===== src/rtl/updo_seq_pkg.sv =====
// Shared types for the up/down counter stimulus sequencer: command opcodes,
// the command record, FSM states and the op-to-pin mapping.
package updo_seq_pkg;

  localparam int CMD_LEN_W = 8;

  typedef enum logic [1:0] {
    OP_UP   = 2'b00,
    OP_DOWN = 2'b01,
    OP_RST  = 2'b10,
    OP_ILL  = 2'b11
  } op_e;

  typedef struct packed {
    op_e                  op;
    logic [CMD_LEN_W-1:0] len;
  } cmd_t;

  typedef enum logic {
    S_IDLE = 1'b0,
    S_RUN  = 1'b1
  } state_e;

  // Returns {cnt_rst, updo} for an op; anything not UP/DOWN parks the counter.
  function automatic logic [1:0] drive_for(input op_e op);
    case (op)
      OP_UP:   return 2'b01;
      OP_DOWN: return 2'b00;
      default: return 2'b10;
    endcase
  endfunction

endpackage


===== src/rtl/updo_cmd_fifo.sv =====
// Synchronous command buffer. Push while full and pop while empty are ignored;
// a simultaneous push and pop leaves the occupancy unchanged.
module updo_cmd_fifo
  import updo_seq_pkg::*;
#(
  parameter int W     = $bits(cmd_t),
  parameter int DEPTH = 4
) (
  input  logic         clk,
  input  logic         rst,
  input  logic         push,
  input  logic [W-1:0] wdata,
  input  logic         pop,
  output logic [W-1:0] rdata,
  output logic         full,
  output logic         empty
);

  localparam int AW = $clog2(DEPTH);

  logic [W-1:0]  mem_q [DEPTH];
  logic [AW-1:0] wp_q, rp_q;
  logic [AW:0]   cnt_q;
  logic          do_push, do_pop;

  assign full    = (cnt_q == (AW+1)'(DEPTH));
  assign empty   = (cnt_q == '0);
  assign do_push = push && !full;
  assign do_pop  = pop && !empty;
  assign rdata   = mem_q[rp_q];

  always_ff @(posedge clk) begin
    if (rst) begin
      wp_q  <= '0;
      rp_q  <= '0;
      cnt_q <= '0;
    end else begin
      if (do_push) wp_q <= wp_q + 1'b1;
      if (do_pop)  rp_q <= rp_q + 1'b1;
      if (do_push && !do_pop)      cnt_q <= cnt_q + 1'b1;
      else if (do_pop && !do_push) cnt_q <= cnt_q - 1'b1;
    end
  end

  always_ff @(posedge clk) begin
    if (do_push) mem_q[wp_q] <= wdata;
  end

endmodule


===== src/rtl/updo_stim_sequencer.sv =====
// Plays buffered {op,len} commands onto a 4-bit up/down counter's cnt_rst/updo
// pins and checks the returned count against a shadow model of the counter.
module updo_stim_sequencer
  import updo_seq_pkg::*;
#(
  parameter int CNT_W      = 4,
  parameter int LEN_W      = 8,
  parameter int FIFO_DEPTH = 4,
  parameter int ERR_W      = 16
) (
  input  logic             clk,
  input  logic             rst,
  input  logic             cmd_valid,
  output logic             cmd_ready,
  input  logic [1:0]       cmd_op,
  input  logic [LEN_W-1:0] cmd_len,
  output logic             cnt_rst,
  output logic             updo,
  input  logic [CNT_W-1:0] count,
  output logic             busy,
  output logic             cmd_done,
  output logic [CNT_W-1:0] exp_count,
  output logic             mismatch,
  output logic [ERR_W-1:0] mismatch_cnt,
  output logic             err_illegal
);

  localparam int               FW       = 2 + LEN_W;
  localparam logic [LEN_W-1:0] REM_LAST = LEN_W'(1);

  function automatic logic [ERR_W-1:0] sat_inc(input logic [ERR_W-1:0] v);
    return (&v) ? v : v + 1'b1;
  endfunction

  function automatic logic [CNT_W-1:0] shadow_step(input logic [CNT_W-1:0] v,
                                                   input logic r, input logic up);
    if (r)       return '0;
    else if (up) return v + 1'b1;
    else         return v - 1'b1;
  endfunction

  state_e           state_q, state_d;
  logic [LEN_W-1:0] rem_q, rem_d;
  logic             cnt_rst_q, cnt_rst_d;
  logic             updo_q, updo_d;
  logic [CNT_W-1:0] exp_q;
  logic             exp_valid_q;
  logic             mismatch_q;
  logic [ERR_W-1:0] mismatch_cnt_q;
  logic             err_illegal_q;

  logic             accept, is_ill, fifo_push, fifo_pop;
  logic             fifo_full, fifo_empty;
  logic [FW-1:0]    fifo_rdata;
  op_e              head_op;
  logic [LEN_W-1:0] head_len;

  // Illegal ops are consumed on the write side and never reach the buffer.
  assign cmd_ready = !fifo_full;
  assign accept    = cmd_valid && cmd_ready;
  assign is_ill    = (op_e'(cmd_op) == OP_ILL);
  assign fifo_push = accept && !is_ill;
  assign head_op   = op_e'(fifo_rdata[FW-1:LEN_W]);
  assign head_len  = fifo_rdata[LEN_W-1:0];

  updo_cmd_fifo #(
    .W     (FW),
    .DEPTH (FIFO_DEPTH)
  ) u_fifo (
    .clk   (clk),
    .rst   (rst),
    .push  (fifo_push),
    .wdata ({cmd_op, cmd_len}),
    .pop   (fifo_pop),
    .rdata (fifo_rdata),
    .full  (fifo_full),
    .empty (fifo_empty)
  );

  // rem counts down to 1 on the last cycle; a loaded 0 wraps and yields 2**LEN_W cycles.
  always_comb begin
    state_d   = state_q;
    rem_d     = rem_q;
    cnt_rst_d = cnt_rst_q;
    updo_d    = updo_q;
    fifo_pop  = 1'b0;
    cmd_done  = 1'b0;
    case (state_q)
      S_IDLE: begin
        cnt_rst_d = 1'b1;
        updo_d    = 1'b0;
        if (!fifo_empty) begin
          fifo_pop              = 1'b1;
          state_d               = S_RUN;
          rem_d                 = head_len;
          {cnt_rst_d, updo_d}   = drive_for(head_op);
        end
      end
      S_RUN: begin
        rem_d = rem_q - 1'b1;
        if (rem_q == REM_LAST) begin
          cmd_done = 1'b1;
          if (!fifo_empty) begin
            fifo_pop            = 1'b1;
            rem_d               = head_len;
            {cnt_rst_d, updo_d} = drive_for(head_op);
          end else begin
            state_d   = S_IDLE;
            cnt_rst_d = 1'b1;
            updo_d    = 1'b0;
          end
        end
      end
      default: state_d = S_IDLE;
    endcase
  end

  always_ff @(posedge clk) begin
    if (rst) begin
      state_q        <= S_IDLE;
      rem_q          <= '0;
      cnt_rst_q      <= 1'b1;
      updo_q         <= 1'b0;
      exp_q          <= '0;
      exp_valid_q    <= 1'b0;
      mismatch_q     <= 1'b0;
      mismatch_cnt_q <= '0;
      err_illegal_q  <= 1'b0;
    end else begin
      state_q   <= state_d;
      rem_q     <= rem_d;
      cnt_rst_q <= cnt_rst_d;
      updo_q    <= updo_d;
      exp_q     <= shadow_step(exp_q, cnt_rst_q, updo_q);
      if (cnt_rst_q) exp_valid_q <= 1'b1;
      if (exp_valid_q && (count != exp_q)) begin
        mismatch_q     <= 1'b1;
        mismatch_cnt_q <= sat_inc(mismatch_cnt_q);
      end
      if (accept && is_ill) err_illegal_q <= 1'b1;
    end
  end

  assign cnt_rst      = cnt_rst_q;
  assign updo         = updo_q;
  assign busy         = (state_q == S_RUN) || !fifo_empty;
  assign exp_count    = exp_q;
  assign mismatch     = mismatch_q;
  assign mismatch_cnt = mismatch_cnt_q;
  assign err_illegal  = err_illegal_q;

endmodule

===== config.mk =====
export PLATFORM = sky130hd
export DESIGN_NAME = updo_stim_sequencer
export DESIGN_NICKNAME = d
export VERILOG_FILES = /design/src/rtl/updo_seq_pkg.sv /design/src/rtl/updo_cmd_fifo.sv /design/src/rtl/updo_stim_sequencer.sv
export SDC_FILE = /design/constraint.sdc
export NUM_CORES = 1
export LEC_CHECK = 0
export ABC_AREA = 1
export ABC_CLOCK_PERIOD_IN_PS = 2100
export CORE_MARGIN = 10
export CORE_UTILIZATION = 45
export CTS_BUF_LIST = sky130_fd_sc_hd__clkbuf_8 sky130_fd_sc_hd__clkbuf_16
export DETAILED_ROUTE_END_ITERATION = 6
export PLACE_DENSITY = 0.68
export SETUP_SLACK_MARGIN = 0.3
export SYNTH_ARGS = -nofsm -noshare
export SYNTH_HDL_FRONTEND = slang
export SYNTH_SLANG_ARGS = --single-unit

===== constraint.sdc =====
create_clock -name clk -period 2.1 [get_ports clk]
set_input_delay 0.21 -clock clk [delete_from_list [all_inputs] [get_ports clk]]
set_output_delay 0.21 -clock clk [all_outputs]
set_load 0.01 [all_outputs]

# After elaboration in Yosys (flattened, before gate mapping)
# Memories as Yosys holds them, arrays and structs flattened. A register that Yosys moved wholly into a read port is not among the register bits.
# Index checks and enable logic that the tools add are counted.
# W data, S select, Z words.
[totals]
register_bits = 41
mem_bits_rw = 40
in_bits = 17
elab_cells = 75
mem_count = 1
[op_classes]
addsub = 8
n_eq_ne = 7
muxes = 25
bitwise = 2
reduce_logical = 20
[memory_table]
columns = ["name", "depth", "word_bits", "read_ports", "rd_clocked_by_memory_dff", "write_ports", "line_no", "text"]
rows = [
  ["u_fifo.mem_q", 4, 10, 1, 1, 1, "updo_cmd_fifo.sv:21", "logic [W-1:0] mem_q [DEPTH];"],
]
[ops]
columns = ["cell", "count"]
rows = [
  ["$mux W8", 3],
  ["$add A16 B1 Y16 const B", 1],
  ["$pmux W8 S2", 1],
  ["$reduce_and A16 Y1", 1],
  ["$mux W1", 11],
  ["$eq A8 B1 Y1 const B", 1],
  ["$logic_and A1 B1 Y1", 8],
  ["$pmux W1 S2", 4],
  ["$sub A8 B1 Y8 const B", 1],
  ["$mux W3", 2],
  ["$logic_not A1 Y1", 5],
  ["$add A2 B1 Y2 const B", 2],
  ["$add A4 B1 Y4 const B", 1],
  ["$mux W2", 2],
  ["$mux W4", 1],
  ["$ne A4 B4 Y1", 1],
  ["$pmux W2 S2", 1],
  ["$sub A4 B1 Y4 const B", 1],
  ["$add A3 B1 Y3 const B", 1],
  ["$eq A3 B3 Y1 const B", 1],
  ["$logic_not A3 Y1", 1],
  ["$sub A3 B1 Y3 const B", 1],
  ["$eq A2 B1 Y1 const B", 1],
  ["$eq A2 B2 Y1 const B", 1],
  ["other kinds (8)", 9],
]

# Depth between registers and ports, before layout
[logic_depth]
ltp_word = 9
depth_mapped = 15
mapped_depth_nobuf = 15

# By module
# From an unflattened synthesis, not the netlist that was laid out.
[unflattened]
hier_cells = 497
area_unflattened_um2 = 4135.2
[by_module_without_submodules]
columns = ["mod", "n_inst", "cells_each", "area_per_inst_um2", "seq_area_each_um2"]
rows = [
  ["updo_stim_sequencer", 1, 330, 2150.8, 680.7],
  ["updo_cmd_fifo", 1, 167, 1984.4, 1381.3],
]

# Worst setup path before layout
# Ideal clock, no wire load.
[synth_path]
kind = "register -> register"
start = "register rem_q[1]"
end = "register u_fifo.cnt_q[1]"
setup_time_ns = 0.120
t_arrival_ns = 1.845
setup_slack_ns = 0.134
stages_incl_launch_ff = 13
path_buffers = 0
synth_period_minus_slack_ns = 1.966
cell_sequence = "dfxtp_1 > inv_1 > ha_1 > nand3_1 > nor2_4 > nand2_2 > nand2_2 > inv_1 > ha_1 > inv_1 > fa_1 > o21ai_0 > a21oi_1"
[synth_between]
elab_chain_len = 7
word_cells_on_any_way = 9
cone_classes = "1 x eq/ne; 3 x mux; 5 x reduce/logical"
[synth_rtl]
columns = ["element", "line_no", "text"]
rows = [
  ["from (decl)", "updo_stim_sequencer.sv:43", "logic [LEN_W-1:0] rem_q, rem_d;"],
  ["from (signal assigned)", "updo_stim_sequencer.sv:131", "rem_q <= rem_d;"],
  ["$eq A8 B1 Y1 (*)", "updo_stim_sequencer.sv:101", "if (rem_q == REM_LAST) begin"],
  ["$mux W1 (*)", "updo_stim_sequencer.sv:101", ""],
  ["$pmux W1 S2 (*)", "updo_stim_sequencer.sv:88", "case (state_q)"],
  ["$logic_and A1 B1 Y1 (*)", "updo_cmd_fifo.sv:29", "assign do_pop = pop && !empty;"],
  ["$logic_not A1 Y1", "updo_cmd_fifo.sv:40", "if (do_push && !do_pop) cnt_q <= cnt_q + 1'b1;"],
  ["$logic_and A1 B1 Y1", "updo_cmd_fifo.sv:40", ""],
  ["$mux W3 or $reduce_bool A2 Y1 (tied branches)", "n/a", ""],
  ["to (signal assigned)", "updo_cmd_fifo.sv:40", ""],
  ["to (signal assigned)", "updo_cmd_fifo.sv:41", "else if (do_pop && !do_push) cnt_q <= cnt_q - 1'b1;"],
  ["to (decl)", "updo_cmd_fifo.sv:23", "logic [AW:0] cnt_q;"],
]
# Mark *: on every way between the ends. The rest lies on a longest branch, timed or not.
# A chain may end at the register's enable or synchronous reset.

# Worst setup path in the final report
# Same ends and word-level chain as after synthesis.

==> reports/qor.txt <==
Static Leak: 2.01 nW
area leader, netlist: edfxtp_1
hold path depth: 2
share of layout cells above drive strength 1: 18.6%
H-tree levels: 3
CP cell instances: inv_2, ha_4, nand3_4, nor2_4, nand2_4, nand2_4, inv_2, ha_4, inv_4, fa_2, o21ai_1, a21oi_1
area added between synthesis and finish: 23.9%
Routed WL: 9300 µm
overall routing resource usage: 14.5%
cell depth of the worst setup path: 12
register clock-pin slew on the reported worst setup and hold paths: 0.10 ns
vias in the first global route: 3245
sequential area share after synthesis: 50.3%
post-route ant nets: 0
Slowest-stage cell, CP: fa_2
Worst Setup EP: u_fifo.cnt_q[1]$_SDFFE_PP0P_
Pre-antenna DRT Iters: 5
fin crit period: 1.85 ns
CTS tree: yes
commonest cells in the netlist: nand2_1 (119), nor2_1 (68), inv_1 (48), dfxtp_1 (43), edfxtp_1 (40)
Die Ht: 115 µm
Async S/R FF share, synth: 0%
Netlist cell types: 33
most numerous cell in the Yosys netlist: nand2_1
Die X-Extent: 115 µm
Pins Over Slew Limit: 0
I/O Buffers: 43
fin nets: 589
Netlist Area Pre-Place: 4100 µm²
status: complete, no violations
initial antenna violation count: 0
Clock Latency Late Sink: 0.36 ns
synth warn: 0
Top FF cell, synth: dfxtp_1
Buf/Inv on CP: 3
syn_nets: 519
MaxCap Viol Count: 0
DR vias: 3381
Clock Tree Buf Depth: 2
number of synthesized flops with an enable pin: 40
clk root buf: clkbuf_8
initial drt markers: 234
CP Capture Type: flip-flop
RSZ-0062 raised after global routing: yes
CTS Buf Count: 9
cells after synthesis: 490
estimated wirelength of the detail-placed design: 6760 µm
reg2reg path depth: 12
terminus of the critical flop-to-flop path: u_fifo.cnt_q[1]$_SDFFE_PP0P_
Critical Path RT: 2.35 ns
wire length per cell: 13.8 µm
row cnt: 34
core area: 8810 µm²
detailed-route DRC error count: 0
die area: 13300 µm²
fin crit share: 88.2%
top post-synthesis cells by area: edfxtp_1 (29%), dfxtp_1 (21%), nand2_1 (11%), nor2_1 (6.2%), inv_1 (4.4%)
Max-slew headroom: 61.9%
first-pass GRT wire length: 15700 µm
top cell type's share of synthesized area: 29.3%
syn avg cell area: 8.36 µm²
I/O pins: 44
setup ws final: 0.249 ns
reg-to-reg slack, setup: 0.25 ns
Placement Setup Slack: 0.118 ns
largest net degree at the start of global routing: 21
f_max: 0.540 GHz
critical path arrival: 2.10 ns
GR Overflow Total: 0
WS Path Type: reg2reg
FILL cells: 802
Critical Path Fanout Max: 3
Sink Count: 83
Initial Util: 46.5%
gpl congestion: 0.887
Hold/Removal Path Class: reg2reg
delay-heaviest family, CP: adder cells
clk_skew: 0.0132 ns
worst ir drop on vdd: 0.000486 V
Setup Viol. Count Final: 0
drt via density: 5.02
Power Density: 1100 nW/µm²
critical path launch point type: flip-flop
Crit. Startpoint: rem_q[1]$_SDFFE_PP0P_
slowest stage delay, CP: 0.41 ns
setup TNS: 0 ns
register bit total from synthesis: 83
ANT cells: 0
pin slew with the least headroom to its limit: 0.572 ns
Final Hold Fails: 0
R2R Path Start: rem_q[1]$_SDFFE_PP0P_
## layout by cell type (no fill, tap or decap), drive strengths merged
cell type,instances
nand2,132
nor2,74
inv,58
dfxtp,43
clkdlybuf4s50,41
edfxtp,40
a21oi,32
o21ai,31
buf,28
nand3,26
nand4,13
clkbuf,11
xnor2,10
ha,10
xor2,3
or2,3
clkinv,2
fa,2
o21a,1
o22ai,1
a211oi,1
o211ai,1
nor3,1
clkinvlp,1
## layout make-up
class | instances | area (µm²) | share of cell area, %
Sequential cell | 83 | 2070 | 40.9
Multi-Input combinational cell | 341 | 1840 | 36.2
Timing Repair Buffer | 71 | 631 | 12.4
Inverter | 54 | 205 | 4.04
Tap cell | 108 | 135 | 2.66
Clock buffer | 9 | 124 | 2.44
Clock inverter | 7 | 67.6 | 1.33
## kinds of logic (layout without fill, tap and decap cells)
| logic type | after synthesis | after routing | share of synthesized area [%] |
|---|---|---|---|
| compound gates | 67 | 67 | 9.32 |
| xor+xnor | 13 | 13 | 2.78 |
| fa+ha+maj | 12 | 12 | 4.03 |
| simple gates | 249 | 249 | 26.8 |
| flops | 83 | 83 | 50.3 |
| buf+inv | 66 | 141 | 6.72 |
## routing by layer
metal  wire length [µm]  global-route usage (%)  vias up
met1               4360                    18.8     1556
li1                   -                       -     1731
met5                  0                       0        -
met2               4300                    23.6       83
met4                131                    5.15        0
met3                510                    2.74       11
## timing repair
action,in CTS,in global routing
pin swaps,9,3
gates resized for setup,9,7
endpoints found under the hold margin,0,0
hold buffers,0,0
buffers inserted,9,3
endpoints found under the setup margin,5,4
## sequential cells by signal, summed over array words and instances, names as in the netlist, 2 cells and up, named ones only
| signal | count |
|---|---|
| u_fifo.wp_q | 2 |
| u_fifo.rp_q | 2 |
| u_fifo.cnt_q | 3 |
| u_fifo.mem_q | 40 |
| rem_q | 8 |
| mismatch_cnt | 16 |
| exp_count | 4 |
## worst min-delay path, stage by stage (launching register included)
cell and delay, ns:
dfxtp_1 0.32, inv_1 0.05, a21oi_1 0.05
## through the flow
step	utilization, %	instances	hold WS, ns	cell area [µm²]	total power, mW
2_1_floorplan	-	490	0.309	4160	3.65
3_3_place_gp	54.2	645	0.435	4780	4.21
3_5_place_dp	54.2	645	0.448	4780	4.28
4_1_cts	57.3	670	0.462	5040	5.54
5_1_grt	57.6	673	0.478	5070	6.01
6_report	57.6	673	0.458	5070	5.59
## power breakdown
| part | internal [mW] | switching, mW | total [mW] | leakage [nW] |
|---|---|---|---|---|
| clock network | 0.465 | 0.666 | 1.13 | 0.0962 |
| registers | 1.95 | 0.196 | 2.15 | 0.720 |
| logic | 0.962 | 1.35 | 2.31 | 1.19 |
| total | 3.38 | 2.21 | 5.59 | 2.01 |
## worst min-delay path by stage
stage / from / endpoint / slack (ns)
final: mismatch$_SDFFE_PP0P_ / mismatch$_SDFFE_PP0P_ / 0.46
after global routing: cmd_len[0] / u_fifo.mem_q[2][0]$_DFFE_PP_ / 0.48
after CTS: mismatch$_SDFFE_PP0P_ / mismatch$_SDFFE_PP0P_ / 0.46
after detailed placement: mismatch$_SDFFE_PP0P_ / mismatch$_SDFFE_PP0P_ / 0.45
after global placement: mismatch$_SDFFE_PP0P_ / mismatch$_SDFFE_PP0P_ / 0.44
after floorplan: cmd_len[0] / u_fifo.mem_q[0][0]$_DFFE_PP_ / 0.31
No activity file was read; power rests on OpenSTA's default activity.
